==> config.mk <==
export PLATFORM = sky130hd
export DESIGN_NAME = unidad_fetch
export DESIGN_NICKNAME = d
export VERILOG_FILES = /design/src/rtl/mcpu_pkg.sv /design/src/rtl/registro_pc.sv /design/src/rtl/unidad_fetch.sv
export SDC_FILE = /design/constraint.sdc
export NUM_CORES = 1
export LEC_CHECK = 0
export CORE_ASPECT_RATIO = 1.5
export CORE_MARGIN = 2
export CORE_UTILIZATION = 42
export CTS_CLUSTER_DIAMETER = 200
export CTS_CLUSTER_SIZE = 25
export DETAILED_ROUTE_END_ITERATION = 10
export GPL_ROUTABILITY_DRIVEN = 0
export HOLD_SLACK_MARGIN = 0.12
export PLACE_DENSITY = 0.81
export SLEW_MARGIN = 5
export SYNTH_ARGS = -nofsm -noshare
export SYNTH_HDL_FRONTEND = slang
export SYNTH_SLANG_ARGS = --single-unit
==> constraint.sdc <==
create_clock -name reloj -period 1.75 [get_ports reloj]
set_clock_uncertainty 0.2 [all_clocks]
set_input_delay 0.175 -clock reloj [delete_from_list [all_inputs] [get_ports reloj]]
set_output_delay 0.175 -clock reloj [all_outputs]
set_load 0.01 [all_outputs]
==> src/rtl/mcpu_pkg.sv <==
// Shared definitions for the fetch unit: FSM state type and the jump-class opcodes.
package mcpu_pkg;

    localparam int unsigned AnchoOpcode = 6;

    typedef enum logic [1:0] {
        StFetch,
        StWait,
        StExec,
        StHalt
    } estado_e;

    localparam logic [AnchoOpcode-1:0] OpJ    = 6'b111100;
    localparam logic [AnchoOpcode-1:0] OpJz   = 6'b111101;
    localparam logic [AnchoOpcode-1:0] OpJnz  = 6'b111110;
    localparam logic [AnchoOpcode-1:0] OpHalt = 6'b111111;

endpackage

==> src/rtl/registro_pc.sv <==
// Program counter register: asynchronous clear, parallel load, increment modulo 2^Ancho.
module registro_pc #(
    parameter int unsigned Ancho = 10
) (
    input  logic             clk_i,
    input  logic             rst_ni,
    input  logic             carga_i,
    input  logic             inc_i,
    input  logic [Ancho-1:0] dato_i,
    output logic [Ancho-1:0] pc_o
);

    localparam logic [Ancho-1:0] Uno = 1;

    logic [Ancho-1:0] pc_q, pc_d;

    // Load wins over increment; the adder wraps naturally at the top address.
    always_comb begin
        pc_d = pc_q;
        if (carga_i) begin
            pc_d = dato_i;
        end else if (inc_i) begin
            pc_d = pc_q + Uno;
        end
    end

    always_ff @(posedge clk_i or negedge rst_ni) begin
        if (!rst_ni) begin
            pc_q <= '0;
        end else begin
            pc_q <= pc_d;
        end
    end

    assign pc_o = pc_q;

endmodule

==> src/rtl/unidad_fetch.sv <==
// Instruction fetch unit: FETCH/WAIT/EXEC/HALT sequencer with instruction register and PC update.
module unidad_fetch
    import mcpu_pkg::*;
#(
    parameter int unsigned ANCHO_PC    = 10,
    parameter int unsigned ANCHO_INSTR = 16
) (
    input  logic                   reloj,
    input  logic                   reset,
    input  logic                   s_inc,
    input  logic                   zero,
    input  logic                   mem_ack,
    input  logic [ANCHO_INSTR-1:0] mem_data,
    output logic                   mem_req,
    output logic [ANCHO_PC-1:0]    mem_addr,
    output logic [AnchoOpcode-1:0] opcode,
    output logic                   instr_valid,
    output logic [ANCHO_PC-1:0]    pc,
    output logic                   halted
);

    estado_e                estado_q, estado_d;
    logic                   arranque_q;
    logic [ANCHO_INSTR-1:0] ir_q;
    logic                   carga_pc;
    logic                   inc_pc;
    logic [ANCHO_PC-1:0]    destino;

    assign opcode  = ir_q[ANCHO_INSTR-1 -: AnchoOpcode];
    assign destino = ir_q[ANCHO_PC-1:0];

    // arranque_q holds the first post-reset cycle in a quiet FETCH with no request raised.
    always_ff @(posedge reloj or negedge reset) begin
        if (!reset) begin
            estado_q   <= StFetch;
            arranque_q <= 1'b0;
            ir_q       <= '0;
        end else begin
            estado_q   <= estado_d;
            arranque_q <= 1'b1;
            if (estado_q == StWait && mem_ack) begin
                ir_q <= mem_data;
            end
        end
    end

    always_comb begin
        estado_d    = estado_q;
        carga_pc    = 1'b0;
        inc_pc      = 1'b0;
        mem_req     = 1'b0;
        instr_valid = 1'b0;
        halted      = 1'b0;
        unique case (estado_q)
            StFetch: begin
                mem_req = arranque_q;
                if (arranque_q) begin
                    estado_d = StWait;
                end
            end
            StWait: begin
                mem_req = 1'b1;
                if (mem_ack) begin
                    estado_d = StExec;
                end
            end
            StExec: begin
                instr_valid = 1'b1;
                estado_d    = StFetch;
                if (s_inc) begin
                    inc_pc = 1'b1;
                end else begin
                    case (opcode)
                        OpJ:     carga_pc = 1'b1;
                        OpJz:    begin carga_pc = zero;  inc_pc = !zero; end
                        OpJnz:   begin carga_pc = !zero; inc_pc = zero;  end
                        // OpHalt and every non-jump opcode stop the machine with pc frozen.
                        default: estado_d = StHalt;
                    endcase
                end
            end
            StHalt: begin
                halted = 1'b1;
            end
            default: begin
                estado_d = StFetch;
            end
        endcase
    end

    registro_pc #(
        .Ancho (ANCHO_PC)
    ) u_registro_pc (
        .clk_i   (reloj),
        .rst_ni  (reset),
        .carga_i (carga_pc),
        .inc_i   (inc_pc),
        .dato_i  (destino),
        .pc_o    (pc)
    );

    assign mem_addr = pc;

endmodule

==> results by group, run 1 <==
Min path
  – WHS Endpoint: u_registro_pc.pc_o[7]
  – Worst Hold Path Cells: 2
  – Hold WC Path Type: flip-flop to flip-flop
  – Worst Min Path Start: ir_q[7]

Setup path
  – Crit Path Category: flip-flop to flip-flop
  – CP endpoint kind: flip-flop
  – Crit path DAT: 1.66 ns
  – Worst path required time: 1.70 ns
  – Worst R2R Path Depth: 6
  – Startpoint types: flip-flop
  – Crit-path max FO: 6
  – Reg2reg end: u_registro_pc.pc_o[2]
  – Reg2reg start: estado_q[0]
  – Critical Path Start: estado_q[0]
  – Worst reg2reg setup slack: slightly below 0.04 ns

Pwr
  – P per Cell Area: ~1500 mW/mm2
  – Maximum vdd drop: just under 800 uV
  – Leak: roughly 1.0 nW

Synthesis
  – Count leader, synth: dfrtp_1
  – Synth cell types: 37
  – EDFF count, synth: 0
  – Synth cell count leaders: dfrtp_1, buf_4, mux2_2
  – Area leader, netlist: dfrtp_1
  – Seq/Total Area, Yosys: 0.4338
  – Synth Flop Type: dfrtp_1
  – Top cell type's share of synthesized area: 0.4338
  – Count of state elements after synthesis: 29
  – Syn avg cell area: 10.26 um2
  – Synth Cell Area: 0.001673 mm2
  – Yosys warns: 0
  – Async S/R FF share, synth: 1.000
  – Synth Instances: approximately 160
  – Mapped Nets: 190
  – Main area contributors after synthesis: dfrtp_1, mux2_2, buf_4

GRT
  – Antenna violations before repair: 0
  – Vias in the first global route: about 1400
  – Remaining Overflow, GRT: 0
  – Total GRT Usage: 0.1830
  – Largest net degree at the start of global routing: 30
  – First-pass GRT wire length: between 6000 and 7000 um

Timing
  – Max-slew violations: 0
  – RSZ-0062 raised after global routing: true
  – Hold Vio Cnt, Final: 0
  – Setup violators final: 0
  – Min Tclk post-route: roughly 1.7 ns
  – Period utilization: 0.9779
  – Hold_ws: between 0.2 and 0.3 ns
  – Fmax: 584.4 MHz

Route
  – Wire per inst: between 10 and 15 um
  – Via count: between 1000 and 1500
  – Post-route ant nets: 0
  – Drt first pass iters: 4
  – Final WL: roughly 4000 um
  – Drt initial violations: 43
  – Remaining DRCs: 0
  – Via/cell ratio: roughly 5.4

Placed design
  – PortBufs: between 40 and 50
  – HPWL after detailed placement: between 2000 and 3000 um

CTS
  – Register clock-pin slew on the reported worst setup and hold paths: ~0.070 ns
  – CTS tree: built
  – H-tree levels: 2
  – Max Root-Sink Buffers: 2
  – Skew-Pair Late Insertion Delay: between 0.2 and 0.3 ns
  – Root buffer cell: clkbuf_8
  – CTS buffer count: 5
  – TritonCTS Sinks: 29

Final layout
  – Share of cells above drive strength 1: 0.2579
  – Post-layout util: 0.6133
  – # nets final: about 250
  – Antenna diodes: 0
  – Area delta synth->final: 42.56%

Outcome
  – Outcome: finished, final reports clean

Floorplan
  – Horiz. Die Dim: roughly 56 um
  – Std cell rows: 28
  – Starting density of the core: 0.4302
  – Num ports: 50
  – Die area: roughly 0.0045 mm2
  – Die Height: 81.30 um
  – Core area: between 0.003 and 0.004 mm2

Run
  – Max Cap Viol: 0
-- worst max path at each step --
stage | end | slack, ns | depth (start not counted)
6_report | u_registro_pc.pc_o[2] | 0.04 | 6
5_1_grt | u_registro_pc.pc_o[2] | -0.04 | 6
4_1_cts | mem_addr[2] | 0.007 | 2
3_5_place_dp | u_registro_pc.pc_o[8] | -0.15 | 6
3_3_place_gp | u_registro_pc.pc_o[8] | -0.11 | 6
2_1_floorplan | u_registro_pc.pc_o[6] | -0.006 | 7
-- area by class of cell --
class / instances / area, um2
Clock buffer: 7 / 86.33
Inverter: 10 / 41.29
Timing Repair Buffer: 71 / 670.6
Tap cell: 45 / 56.30
Sequential cell: 29 / 729.5
Multi-Input combinational cell: 103 / 795.8
Timing Repair inverter: 1 / 5.005
Fill cell: 320 / 1504
-- cells by family after synthesis --
family          Yosys count  share of synthesized area
compound gates           36                     0.1638
fa+ha+maj                 6                    0.04488
buf+inv                  31                     0.1062
flops                    29                     0.4338
mux                      18                     0.1197
other cells               1                   0.002242
simple gates             42                     0.1294
-- critical path, stage by stage (launching register included) --
cell and delay, ns:
dfrtp_2 0.44, inv_2 0.10, ha_4 0.20, clkinvlp_4 0.16
o31ai_1 0.27, a41o_1 0.13, o311ai_1 0.08
-- timing repair --
| item | 4_1_cts | 5_1_grt |
|---|---|---|
| pin swaps | 0 | 1 |
| resized for setup | 9 | 8 |
| hold buffers | 1 | 0 |
| cloned | 0 | 1 |
| buffers inserted | 1 | 1 |
| endpoints found under the setup margin | 4 | 16 |
| endpoints found under the hold margin | 29 | 0 |
-- flip-flops by register name, summed over array words and instances, names as in the netlist --
| register | cells |
|---|---|
| estado_q | 2 |
| u_registro_pc.pc_o | 10 |
| arranque_q | 1 |
| ir_q | 16 |
-- routing by layer --
metal | GRT usage | wire, um
met3 | 0.03503 | 179
met1 | 0.2265 | 1567
met4 | 0.06341 | 99
met5 | 0 | 0
met2 | 0.3190 | 2103
-- metrics by stage --
stage	area [um2]	cells	TNS, ns	total power [mW]	setup slack (ns)
global route	2385	266	-0.08632	3.856	-0.04315
CTS	2354	264	0	3.589	0.006694
detailed placement	2237	255	-1.019	3.005	-0.1463
finish	2385	266	0	3.604	0.03875
floorplan	1684	163	-0.006086	2.267	-0.006086
global placement	2237	255	-0.6844	2.959	-0.1098
-- cells in the final DEF, fill, tap and decap left out, drive strengths merged, types with 2 or more instances in the layout --
master	Yosys	final
clkbuf	4	8
clkdlybuf4s50	0	43
dfrtp	29	29
a21oi	4	4
nand3	6	6
and4	3	3
mux2	16	16
o21ai	9	9
dlygate4sd2	0	2
o211ai	6	6
nor2	5	5
inv	10	9
mux2i	2	2
ha	6	6
nand4	4	4
nand2	14	14
nor3	4	4
o221ai	4	4
buf	17	21
clkinvlp	0	2
o311ai	2	2
dlymetal6s2s	0	3
o31ai	2	2
nor2b	2	2
-- power breakdown --
| group | leakage (nW) | internal, mW | switching [mW] |
|---|---|---|---|
| logic | 0.630 | 1.06 | 0.802 |
| registers | 0.327 | 0.962 | 0.234 |
| clock network | 0.0443 | 0.311 | 0.239 |
| total | 1.00 | 2.33 | 1.27 |
No activity file was read; power rests on OpenSTA's default activity.
==> inputs of run 2 (changes only) <==
--- a/config.mk
+++ b/config.mk
@@ -5,15 +5,17 @@
 export SDC_FILE = /design/constraint.sdc
 export NUM_CORES = 1
 export LEC_CHECK = 0
+export CELL_PAD_IN_SITES_DETAIL_PLACEMENT = 1
+export CELL_PAD_IN_SITES_GLOBAL_PLACEMENT = 1
 export CORE_ASPECT_RATIO = 1.5
 export CORE_MARGIN = 2
-export CORE_UTILIZATION = 42
+export CORE_UTILIZATION = 32
 export CTS_CLUSTER_DIAMETER = 200
 export CTS_CLUSTER_SIZE = 25
 export DETAILED_ROUTE_END_ITERATION = 10
 export GPL_ROUTABILITY_DRIVEN = 0
 export HOLD_SLACK_MARGIN = 0.12
-export PLACE_DENSITY = 0.81
+export PLACE_DENSITY = 0.82
 export SLEW_MARGIN = 5
 export SYNTH_ARGS = -nofsm -noshare
 export SYNTH_HDL_FRONTEND = slang
==> results by group, run 2 (synthesis results as in run 1) <==
Setup path
  – Worst path required time: between 1.5 and 2 ns
  – Startpoint types: flip-flop
  – Crit path DAT: 1.79 ns
  – Crit Path Category: flip-flop to flip-flop
  – Critical Path Start: ir_q[11]
  – CP endpoint kind: flip-flop
  – Reg2reg start: ir_q[11]
  – Crit-path max FO: 5

Final layout
  – Commonest non-fill, non-tap cells in the layout: clkdlybuf4s50_1, dfrtp_1, buf_4, mux2_2, nand2_1
  – Share of cells above drive strength 1: 0.2920
  – Fillers: a little under 600
  – # nets final: between 200 and 300
  – Area delta synth->final: 49.96%
  – Top reg by flops: ir_q
  – Most common cell after layout, fill and taps aside: clkdlybuf4s50_1
  – Post-layout util: 0.4934
  – Antenna diodes: 0
  – Post-Layout Cell Count: 294
  – Max reg flops: 16
  – Cell area after layout: about 0.0025 mm2

Timing
  – RSZ-0062 raised after global routing: true
  – Fmax: approximately 560 MHz
  – Worst setup margin: -0.02289 ns
  – Hold Vio Cnt, Final: 0
  – Setup violators final: 1
  – Setup tns final: -0.02289 ns
  – Min Tclk post-route: roughly 1.8 ns
  – Max-slew violations: 0
  – Hold_ws: roughly 0.28 ns
  – Period utilization: 1.013

GRT
  – Vias in the first global route: 1600
  – Remaining Overflow, GRT: 0
  – First-pass GRT wire length: ~8000 um
  – Antenna violations before repair: 0
  – Largest net degree at the start of global routing: 30
  – Total GRT Usage: 0.1746

Pwr
  – P per Cell Area: around 1600 mW/mm2
  – Psw: 1.384 mW
  – Internal power: around 2.5 mW
  – Maximum vdd drop: 625.1 uV
  – Seq pwr share: 0.300
  – Sw Ratio: 0.3522
  – Power Total: between 3 and 4 mW
  – Leak: ~1 nW
  – Comb power frac: 0.516
  – Clock share of power: 0.184

Floorplan
  – Horiz. Die Dim: 63.04 um
  – Starting density of the core: 0.3290
  – Std cell rows: 32
  – Num ports: 50
  – Die area: ~0.006 mm2
  – Core area: slightly above 0.005 mm2
  – Die Height: around 90 um

Route
  – Drt initial violations: 77
  – Drt first pass iters: 4
  – Final WL: 4813 um
  – Via/cell ratio: 5.136
  – Remaining DRCs: 0
  – Wire per inst: between 15 and 20 um
  – Post-route ant nets: 0
  – Via count: around 1500

CTS
  – Skew-Pair Late Insertion Delay: around 0.29 ns
  – CTS tree: built
  – Root buffer cell: clkbuf_8
  – CTS buffer count: 5
  – Max Root-Sink Buffers: 2
  – Register clock-pin slew on the reported worst setup and hold paths: roughly 0.07 ns
  – TritonCTS Sinks: 29
  – H-tree levels: 2

Outcome
  – Failing checks: setup timing
  – Outcome: complete, but fails checks

Min path
  – Hold WC Path Type: flip-flop to flip-flop
  – Worst Min Path Start: ir_q[7]

Placed design
  – Placement Setup Slack: -0.1730 ns
  – Placed Cells: between 200 and 300
  – HPWL after detailed placement: approximately 3400 um
  – Post-place instance area: between 0.002 and 0.0025 mm2
  – PortBufs: 49

Run
  – Max Cap Viol: 0
## run 2: worst paths after layout
| check | cells past startpoint | slack, ns | to |
|---|---|---|---|
| hold reg to reg | 2 | 0.28 | u_registro_pc.pc_o[7] |
| setup reg to reg | 5 | -0.02 | u_registro_pc.pc_o[7] |
| hold / removal | 2 | 0.28 | u_registro_pc.pc_o[7] |
| min in group asynchronous | 3 | 0.63 | u_registro_pc.pc_o[9] |
| setup / recovery | 5 | -0.02 | u_registro_pc.pc_o[7] |
| max in group asynchronous | 3 | 0.41 | u_registro_pc.pc_o[7] |
## run 2: power groups by stage
| stage | Combinational [mW] | Sequential (mW) | Clock (mW) |
|---|---|---|---|
| 6_report | 2.03 | 1.18 | 0.722 |
| 5_1_grt | 2.20 | 1.23 | 0.764 |
| 4_1_cts | 2.00 | 1.18 | 0.737 |
| 3_5_place_dp | 1.90 | 1.19 | 0 |
| 3_3_place_gp | 1.84 | 1.17 | 0 |
| 2_1_floorplan | 1.05 | 1.21 | 0 |
## run 2: area by class of cell
class	instances	area, um2	share of cell area
inverter	10	41.29	0.01646
clock buffer	7	86.33	0.03441
sequential	29	728.2	0.2903
tap	68	85.08	0.03392
clock inverter	1	30.03	0.01197
timing repair buffer	75	705.7	0.2813
timing repair inverter	1	5.005	0.001995
multi-input combinational	103	827.0	0.3297
## run 2: what timing repair did
item	in CTS	in global routing
gates cloned	0	1
setup buffers	2	1
setup endpoints to repair	8	17
hold endpoints to repair	29	0
hold buffers	1	0
pin swaps	1	4
gates resized for setup	13	11
## run 2: per-layer routing
| layer | part of all wire | global-route usage | vias to the layer above |
|---|---|---|---|
| met5 | 0 | 0 | - |
| met4 | 0.027 | 0.08704 | 0 |
| met3 | 0.032 | 0.03402 | 10 |
| met2 | 0.53 | 0.3103 | 39 |
| met1 | 0.42 | 0.1963 | 762 |
| li1 | - | - | 699 |
## run 2: worst max-delay path, stage by stage (launching register included)
cell and delay, ns:
dfrtp_1 0.38, or3b_4 0.42, a21boi_4 0.30, buf_4 0.18, o221ai_1 0.11, nand4_1 0.11
